File: config.mk
export PLATFORM = sky130hd
export DESIGN_NAME = ctrl_seq
export DESIGN_NICKNAME = d
export VERILOG_FILES = /design/src/rtl/ctrl_seq.sv
export SDC_FILE = /design/constraint.sdc
export NUM_CORES = 1
export LEC_CHECK = 0
export BUFFER_PORTS_ARGS = -buffer_cell sky130_fd_sc_hd__buf_2
export CORE_UTILIZATION = 56
export CTS_CLUSTER_SIZE = 20
export DETAILED_ROUTE_END_ITERATION = 10
export PLACE_DENSITY_LB_ADDON = 0.15
export SYNTH_ARGS = -nofsm -noshare
export SYNTH_HDL_FRONTEND = slang
export SYNTH_SLANG_ARGS = --single-unit
File: constraint.sdc
create_clock -name clk -period 3.7 [get_ports clk]
set_input_delay 0.74 -clock clk [delete_from_list [all_inputs] [get_ports clk]]
set_output_delay 0.74 -clock clk [all_outputs]
set_load 0.02 [all_outputs]
File: src/rtl/ctrl_seq.sv
// Multi-cycle fetch/decode/execute sequencer driving a 4x16 register file.
// Optional trapping of undefined opcodes is enabled by defining CTRL_ILLEGAL_TRAP_EN.
module ctrl_seq #(
  parameter logic [7:0] RESET_PC = 8'h00
) (
  input  logic        clk,
  input  logic        rst,
  output logic        imem_req,
  output logic [7:0]  imem_addr,
  input  logic        imem_ack,
  input  logic [15:0] imem_data,
  output logic [1:0]  rf_rn1,
  output logic [1:0]  rf_rn2,
  input  logic [15:0] rf_rd1,
  input  logic [15:0] rf_rd2,
  output logic [1:0]  rf_wn,
  output logic        rf_w,
  output logic [15:0] rf_wd,
  output logic [7:0]  pc,
  output logic        halted,
  output logic        illegal
);

  typedef enum logic [2:0] {
    S_IDLE,
    S_FETCH,
    S_EXEC,
    S_WB,
    S_HLT
  } state_t;

  localparam logic [3:0] OP_NOP  = 4'h0;
  localparam logic [3:0] OP_ADD  = 4'h1;
  localparam logic [3:0] OP_SUB  = 4'h2;
  localparam logic [3:0] OP_AND  = 4'h3;
  localparam logic [3:0] OP_OR   = 4'h4;
  localparam logic [3:0] OP_XOR  = 4'h5;
  localparam logic [3:0] OP_LDI  = 4'h6;
  localparam logic [3:0] OP_LDHI = 4'h7;
  localparam logic [3:0] OP_JMP  = 4'h8;
  localparam logic [3:0] OP_BEQZ = 4'h9;
  localparam logic [3:0] OP_HALT = 4'hF;

  state_t      state_q, state_d;
  logic [7:0]  pc_q, pc_d;
  logic [15:0] ir_q, ir_d;
  logic [15:0] res_q, res_d;
  logic        req_q;
  logic        wr_q;
  logic        halted_q;
`ifdef CTRL_ILLEGAL_TRAP_EN
  logic        illegal_q, illegal_d;
`endif

  logic [3:0] op_f;
  logic [1:0] rd_f;
  logic [1:0] rs1_f;
  logic [1:0] rs2_f;
  logic [7:0] imm_f;

  assign op_f  = ir_q[15:12];
  assign rd_f  = ir_q[11:10];
  assign rs1_f = ir_q[9:8];
  assign rs2_f = ir_q[7:6];
  assign imm_f = ir_q[7:0];

  // Port 1 reads rd for LDHI so the low byte of the destination can be preserved.
  function automatic logic [15:0] alu_result(
    input logic [3:0]  op,
    input logic [15:0] a,
    input logic [15:0] b,
    input logic [7:0]  imm
  );
    logic [15:0] r;
    case (op)
      OP_ADD:  r = a + b;
      OP_SUB:  r = a - b;
      OP_AND:  r = a & b;
      OP_OR:   r = a | b;
      OP_XOR:  r = a ^ b;
      OP_LDI:  r = {8'h00, imm};
      OP_LDHI: r = {imm, a[7:0]};
      default: r = 16'h0000;
    endcase
    return r;
  endfunction

  always_comb begin
    state_d   = state_q;
    pc_d      = pc_q;
    ir_d      = ir_q;
    res_d     = res_q;
`ifdef CTRL_ILLEGAL_TRAP_EN
    illegal_d = illegal_q;
`endif
    case (state_q)
      S_IDLE: state_d = S_FETCH;
      S_FETCH: begin
        if (imem_ack) begin
          ir_d    = imem_data;
          pc_d    = pc_q + 8'd1;
          state_d = S_EXEC;
        end
      end
      S_EXEC: begin
        case (op_f)
          OP_ADD, OP_SUB, OP_AND, OP_OR, OP_XOR, OP_LDI, OP_LDHI: begin
            res_d   = alu_result(op_f, rf_rd1, rf_rd2, imm_f);
            state_d = S_WB;
          end
          OP_NOP: state_d = S_FETCH;
          OP_JMP: begin
            pc_d    = imm_f;
            state_d = S_FETCH;
          end
          OP_BEQZ: begin
            if (rf_rd1 == 16'h0000) pc_d = imm_f;
            state_d = S_FETCH;
          end
          OP_HALT: state_d = S_HLT;
          default: begin
`ifdef CTRL_ILLEGAL_TRAP_EN
            illegal_d = 1'b1;
            state_d   = S_HLT;
`else
            state_d   = S_FETCH;
`endif
          end
        endcase
      end
      S_WB:    state_d = S_FETCH;
      S_HLT:   state_d = S_HLT;
      default: state_d = S_IDLE;
    endcase
  end

  // Outputs are registered from the next state so they line up with state_q.
  always_ff @(posedge clk or posedge rst) begin
    if (rst) begin
      state_q   <= S_IDLE;
      pc_q      <= RESET_PC;
      ir_q      <= 16'h0000;
      res_q     <= 16'h0000;
      req_q     <= 1'b0;
      wr_q      <= 1'b0;
      halted_q  <= 1'b0;
`ifdef CTRL_ILLEGAL_TRAP_EN
      illegal_q <= 1'b0;
`endif
    end else begin
      state_q   <= state_d;
      pc_q      <= pc_d;
      ir_q      <= ir_d;
      res_q     <= res_d;
      req_q     <= (state_d == S_FETCH);
      wr_q      <= (state_d == S_WB);
      halted_q  <= (state_d == S_HLT);
`ifdef CTRL_ILLEGAL_TRAP_EN
      illegal_q <= illegal_d;
`endif
    end
  end

  assign imem_req  = req_q;
  assign imem_addr = pc_q;
  assign pc        = pc_q;
  assign rf_rn1    = (op_f == OP_LDHI) ? rd_f : rs1_f;
  assign rf_rn2    = rs2_f;
  assign rf_wn     = rd_f;
  assign rf_w      = wr_q;
  assign rf_wd     = res_q;
  assign halted    = halted_q;
`ifdef CTRL_ILLEGAL_TRAP_EN
  assign illegal   = illegal_q;
`else
  assign illegal   = 1'b0;
`endif

endmodule

==> impl_metrics.py, run 1 <==
metrics = {
    "grt": {
        "antenna_found_initial": 0,
        "grt_pass1_wl_um": 17900,
        "met3_usage_pct": 3.82,
        "grtUsageMet2_pct": 49.2,
        "grt_pass1_vias": 3576,
        "busiest_layer": "met2",
        "track_usage_pct": 30.0,
        "use_met1_pct": 40.8,
        "gr-total-overflow": 0,
        "grt_max_degree": 47,
    },
    "cts": {
        "clock-sinks": 46,
        "ctsResizeCount": 0,
        "cts_made_buffers": 5,
        "post_cts.repair.setup_buffers": 0,
        "root_buffer": "clkbuf_8",
        "cts_tree": "built",
        "cts_buffer_depth": 2,
        "htreeDepth": 2,
        "clk_latency_ns": 0.31,
        "clk_pin_slew_ns": 0.11,
        "postCtsHoldBufs": 0,
    },
    "timing": {
        "relSlewSlack_pct": 28.0,
        "period_minus_slack_ns": 3.18,
        "whs_ns": 0.483,
        "max_freq_mhz": 315,
        "timing.clock.skew_ns": 0.0128,
        "rsz0062_at_grt": "no",
        "worst_pin_slew_ns": 1.08,
        "setup_viol": 0,
        "tns_ns": 0,
        "hold_viol": 0,
        "min_period_over_period_pct": 85.8,
        "drv_slew": 0,
    },
    "synth": {
        "yosysTopAreaCell": "dfrtp_1",
        "synth_area_per_cell_um2": 8.76,
        "synth-seq-area-share_pct": 27.6,
        "syn_nets": 577,
        "yosys.cell_types.count": 54,
        "synth_edf_count": 0,
        "netlist.area_leader.share_pct": 27.6,
        "async_flop_share_pct": 100,
        "synth_seq_cells": 46,
        "synth_ff_type": "dfrtp_1",
        "synth_warnings": 0,
        "synth_area_um2": 4170,
        "synth_area_leaders": "dfrtp_1 (28%), ha_1 (15%), mux2_2 (6.2%)",
        "netlist_instances": 476,
    },
    "hold_path": {
        "whs_path_depth": 2,
        "hold_class": "reg -> reg",
    },
    "route": {
        "dr.first_iter.drc_count": 402,
        "drc": 0,
        "drt-wirelength-per-cell_um": 17.5,
        "dr.pass1.iters": 5,
        "vias": 3878,
        "wirelength_um": 11200,
        "postRouteAntennaNets": 0,
        "viasPerCell": 6.05,
    },
    "cells_and_area": {
        "regArea_um2": 1150,
        "fillers": 626,
        "diodes": 0,
        "areaGrowthSynthToFinish_pct": 11.6,
        "layout.nets": 642,
        "multi_input_area_um2": 2640,
        "fin_util_pct": 64.5,
        "drive_above_1_share_pct": 24.7,
    },
    "die": {
        "coreArea_um2": 7210,
        "io_pins": 93,
        "start_util_pct": 57.8,
        "fp.dieW_um": 88.3,
        "die_area_um2": 7790,
        "rows": 31,
        "die_h_um": 88.3,
    },
    "critical_path": {
        "required_ns": 3.88,
        "critPathCaptureType": "flip-flop",
        "startpoint_type": "input pin",
        "cp.arrival_ns": 3.35,
        "worstSetupPathType": "in -> reg",
        "critical_path.max_fanout": 9,
        "reg2reg_depth": 9,
    },
    "place": {
        "dpl.hpwl_um": 8640,
        "numPortBuffers": 91,
        "gp_congestion": 0.934,
    },
    "pwr": {
        "finalPower_mw": 3.23,
        "vdd_drop_max_mv": 0.525,
        "power.density_nw_per_um2": 693,
        "leakage_nw": 2.20,
    },
    "run": {
        "maxCapViolCount": 0,
    },
    "status": {
        "outcome": "completed",
    },
}
==> final timing paths <==
| check | end | startpoint | slack (ns) |
|---|---|---|---|
| max | rf_wd[10] | rf_rd2[2] | 0.52 |
| min | rf_wd[8] | rf_wd[8] | 0.48 |
| max reg2reg | rf_wd[8] | ir_q[15] | 0.60 |
| min reg2reg | rf_wd[8] | rf_wd[8] | 0.48 |
| max in group asynchronous | rf_wd[14] | rst | 2.43 |
| min in group asynchronous | rf_wd[1] | rst | 0.65 |
==> cell families (layout without fill, tap and decap cells) <==
family          after synthesis  after routing  share of synthesized area, %
compound gates              128            128                          19.9
other cells                   1              1                        0.0900
mux                          27             27                          7.18
flops                        46             46                          27.6
buf+inv                      75            141                          9.31
xor+xnor                     25             25                          5.25
simple gates                124            124                          15.4
fa+ha+maj                    50             50                          15.2
==> cell usage in the layout (no fill, tap or decap), types with 6 or more instances in the layout <==
| cell type | count |
|---|---|
| o211ai_1 | 10 |
| ha_1 | 49 |
| nand3_1 | 11 |
| a31oi_1 | 12 |
| buf_4 | 6 |
| o21ai_0 | 29 |
| xnor2_1 | 21 |
| and3_1 | 6 |
| nor2_1 | 28 |
| nor3_1 | 8 |
| a21oi_1 | 31 |
| buf_2 | 91 |
| dfrtp_1 | 46 |
| nor4_1 | 9 |
| a222oi_1 | 11 |
| nand2_1 | 33 |
| inv_1 | 34 |
| mux2_2 | 23 |
==> cell usage after synthesis, types with 2 or more instances <==
library cell / n
and2_1: 3
nor4_1: 9
clkbuf_1: 16
nand4_1: 4
buf_1: 2
buf_12: 2
o211ai_1: 10
xnor2_1: 21
buf_2: 4
a21oi_1: 31
dfrtp_1: 46
buf_6: 2
a22oi_1: 5
o22ai_1: 4
o21ai_1: 2
a222oi_1: 11
o22a_1: 5
a41oi_1: 2
nor3_1: 8
nand2_1: 33
o21a_1: 4
xor2_1: 4
nor2_1: 28
ha_1: 49
o2111ai_1: 5
inv_1: 35
a21o_1: 4
mux2i_1: 4
nand2b_1: 5
o21ai_0: 29
nor4bb_1: 3
a31oi_1: 12
nor2b_1: 3
a211oi_1: 2
and3_1: 6
buf_4: 13
nand3_1: 11
mux2_2: 23
==> worst max-delay path, cell delays in order <==
cell     delay (ns)
buf_2          0.13
nor3_1         0.40
and4_1         0.37
a31oi_1        0.13
xnor2_1        0.14
ha_1           0.43
a21oi_1        0.14
and2_1         0.17
a22oi_1        0.27
nand3_1        0.16
a31oi_1        0.18
o21ai_0        0.10
==> per-stage QoR <==
stage,cell area [um2],instances,setup WS (ns)
after detailed placement,4560,633,0.251
after global routing,4650,641,0.325
after global placement,4560,633,0.290
after floorplan,4170,476,0.641
after CTS,4650,641,0.567
final,4650,641,0.524
==> sequential cells by signal, indices dropped and copies added, names as in the netlist <==
register   count
ir_q          16
rf_wd         16
state_q        3
imem_addr      8
halted         1
imem_req       1
rf_w           1
==> final cells by class <==
cell class	count	area share, %
timing repair buffer	97	10.8
inverter	36	3.01
sequential	46	24.7
multi-input combinational	355	56.8
clock inverter	3	0.592
tap	99	2.66
clock buffer	5	1.48
==> power breakdown <==
group	switching [mW]	internal, mW	total [mW]
sequential	0.280	0.731	1.01
clock	0.203	0.141	0.343
combinational	1.10	0.769	1.87
total	1.59	1.64	3.23
==> routing by layer <==
metal | share of wire (%) | vias to the layer above
met3 | 5.2 | 33
met5 | 0 | -
met4 | 3.0 | 0
met1 | 45 | 1825
li1 | - | 1847
met2 | 46 | 173
(Power assumes the default switching activity.)
==> run 2: changes to the inputs <==
Settings changed: MAX_ROUTING_LAYER from default to met4, SETUP_SLACK_MARGIN from default to 0.02.
==> impl_metrics.py, run 2 (synthesis gave the netlist of run 1 again) <==
metrics = {
    "cells_and_area": {
        "final_cell_mix": "buf_2 (91), ha_1 (49), dfrtp_1 (46)",
        "finalNonFillerCells": 641,
        "final_common_cell": "buf_2",
        "fillers": 650,
        "diodes": 0,
        "regArea_um2": 1150,
        "layout.nets": 642,
        "multi_input_area_um2": 2640,
        "areaGrowthSynthToFinish_pct": 11.6,
        "drive_above_1_share_pct": 24.7,
    },
    "timing": {
        "period_minus_slack_ns": 3.19,
        "fin_ws_ns": 0.514,
        "drv_slew": 0,
        "timing.clock.skew_ns": 0.0156,
        "hold_viol": 0,
        "setup_viol": 0,
        "worst_pin_slew_ns": 1.14,
        "whs_ns": 0.480,
        "max_freq_mhz": 314,
        "tns_ns": 0,
        "rsz0062_at_grt": "no",
        "relSlewSlack_pct": 24.3,
        "min_period_over_period_pct": 86.1,
    },
    "hold_path": {
        "hold_class": "reg -> reg",
        "hold_start": "rf_wd[10]",
    },
    "cts": {
        "cts_buffer_depth": 2,
        "postCtsHoldBufs": 0,
        "htreeDepth": 2,
        "clock-sinks": 46,
        "clk_pin_slew_ns": 0.09,
        "cts_made_buffers": 5,
        "post_cts.repair.setup_buffers": 0,
        "clk_latency_ns": 0.32,
        "ctsResizeCount": 0,
        "root_buffer": "clkbuf_8",
        "cts_tree": "built",
    },
    "route": {
        "dr.first_iter.drc_count": 295,
        "vias": 3848,
        "dr.pass1.iters": 5,
        "viasPerCell": 6.00,
        "drt-wirelength-per-cell_um": 17.2,
        "postRouteAntennaNets": 0,
        "wirelength_um": 11000,
        "drc": 0,
    },
    "pwr": {
        "internal-power_mw": 1.64,
        "leakage_nw": 2.20,
        "seq_power_share_pct": 31.4,
        "p_clk_share_pct": 10.8,
        "swShare_pct": 49.1,
        "pwr-share-comb_pct": 57.8,
        "power.density_nw_per_um2": 692,
        "vdd_drop_max_mv": 0.470,
        "p_sw_mw": 1.58,
        "finalPower_mw": 3.22,
    },
    "place": {
        "numPortBuffers": 91,
        "gp_congestion": 0.922,
        "dp_cells": 633,
        "dpl_worst_slack_ns": 0.230,
        "dpl.hpwl_um": 8360,
    },
    "grt": {
        "grt_pass1_wl_um": 17600,
        "track_usage_pct": 30.6,
        "busiest_layer": "met2",
        "grtUsageMet2_pct": 48.6,
        "antenna_found_initial": 0,
        "grt_pass1_vias": 3559,
        "gr-total-overflow": 0,
        "grt_max_degree": 47,
        "met3_usage_pct": 3.92,
        "use_met1_pct": 40.5,
    },
    "critical_path": {
        "cp.arrival_ns": 3.43,
        "crit_start": "rf_rd2[2]",
        "worstSetupPathType": "in -> reg",
        "r2r_start": "ir_q[15]",
        "required_ns": 3.94,
        "startpoint_type": "input pin",
        "critPathCaptureType": "flip-flop",
        "critical_path.max_fanout": 6,
    },
    "die": {
        "start_util_pct": 57.8,
        "coreArea_um2": 7210,
        "die_area_um2": 7790,
        "rows": 31,
        "die_h_um": 88.3,
        "io_pins": 93,
        "fp.dieW_um": 88.3,
    },
    "status": {
        "outcome": "completed",
    },
    "run": {
        "maxCapViolCount": 0,
    },
}
[run 2: critical path, stage by stage]
cell and delay [ns]:
buf_2 0.13, nor3_1 0.42, and4_1 0.37, nor2_1 0.08, xnor2_1 0.12, ha_1 0.36, a21oi_1 0.34, o211ai_1 0.14
a21oi_1 0.20, nor2b_1 0.08, mux2_2 0.28, nor3_2 0.16
[run 2: power groups by stage]
stage          Combinational (mW)  Sequential, mW  Clock, mW
2_1_floorplan                1.35            1.06          0
3_3_place_gp                 1.83            1.01          0
3_5_place_dp                 1.85            1.02          0
4_1_cts                      1.85            1.01      0.353
5_1_grt                      2.06            1.06      0.373
6_report                     1.86            1.01      0.349
[run 2: worst paths after layout]
| check | end | slack, ns | cells past startpoint |
|---|---|---|---|
| worst max-delay path | rf_wd[9] | 0.51 | 12 |
| worst min-delay path | rf_wd[10] | 0.48 | 2 |
| worst max register to register | rf_wd[8] | 0.58 | 9 |
| worst min register to register | rf_wd[10] | 0.48 | 2 |
| max in group asynchronous | rf_wd[12] | 2.49 | 2 |
| min in group asynchronous | ir_q[10] | 0.62 | 2 |
[run 2: through the flow]
stage	instance area, um2	utilization [%]
floorplan	4170	-
global placement	4560	63.2
detailed placement	4560	63.2
CTS	4650	64.5
global route	4650	64.5
finish	4650	64.5
[run 2: area by class of cell]
class	count	share of cell area, %
timing repair buffer	97	10.8
multi-input combinational	355	56.8
inverter	36	3.01
tap	99	2.66
clock buffer	5	1.48
sequential	46	24.7
clock inverter	3	0.592
[run 2: layer usage]
layer  wire (um)  share of wire, %
met1        5020                45
met2        5070                46
met3         678               6.1
met4         274               2.5
met5           0                 0
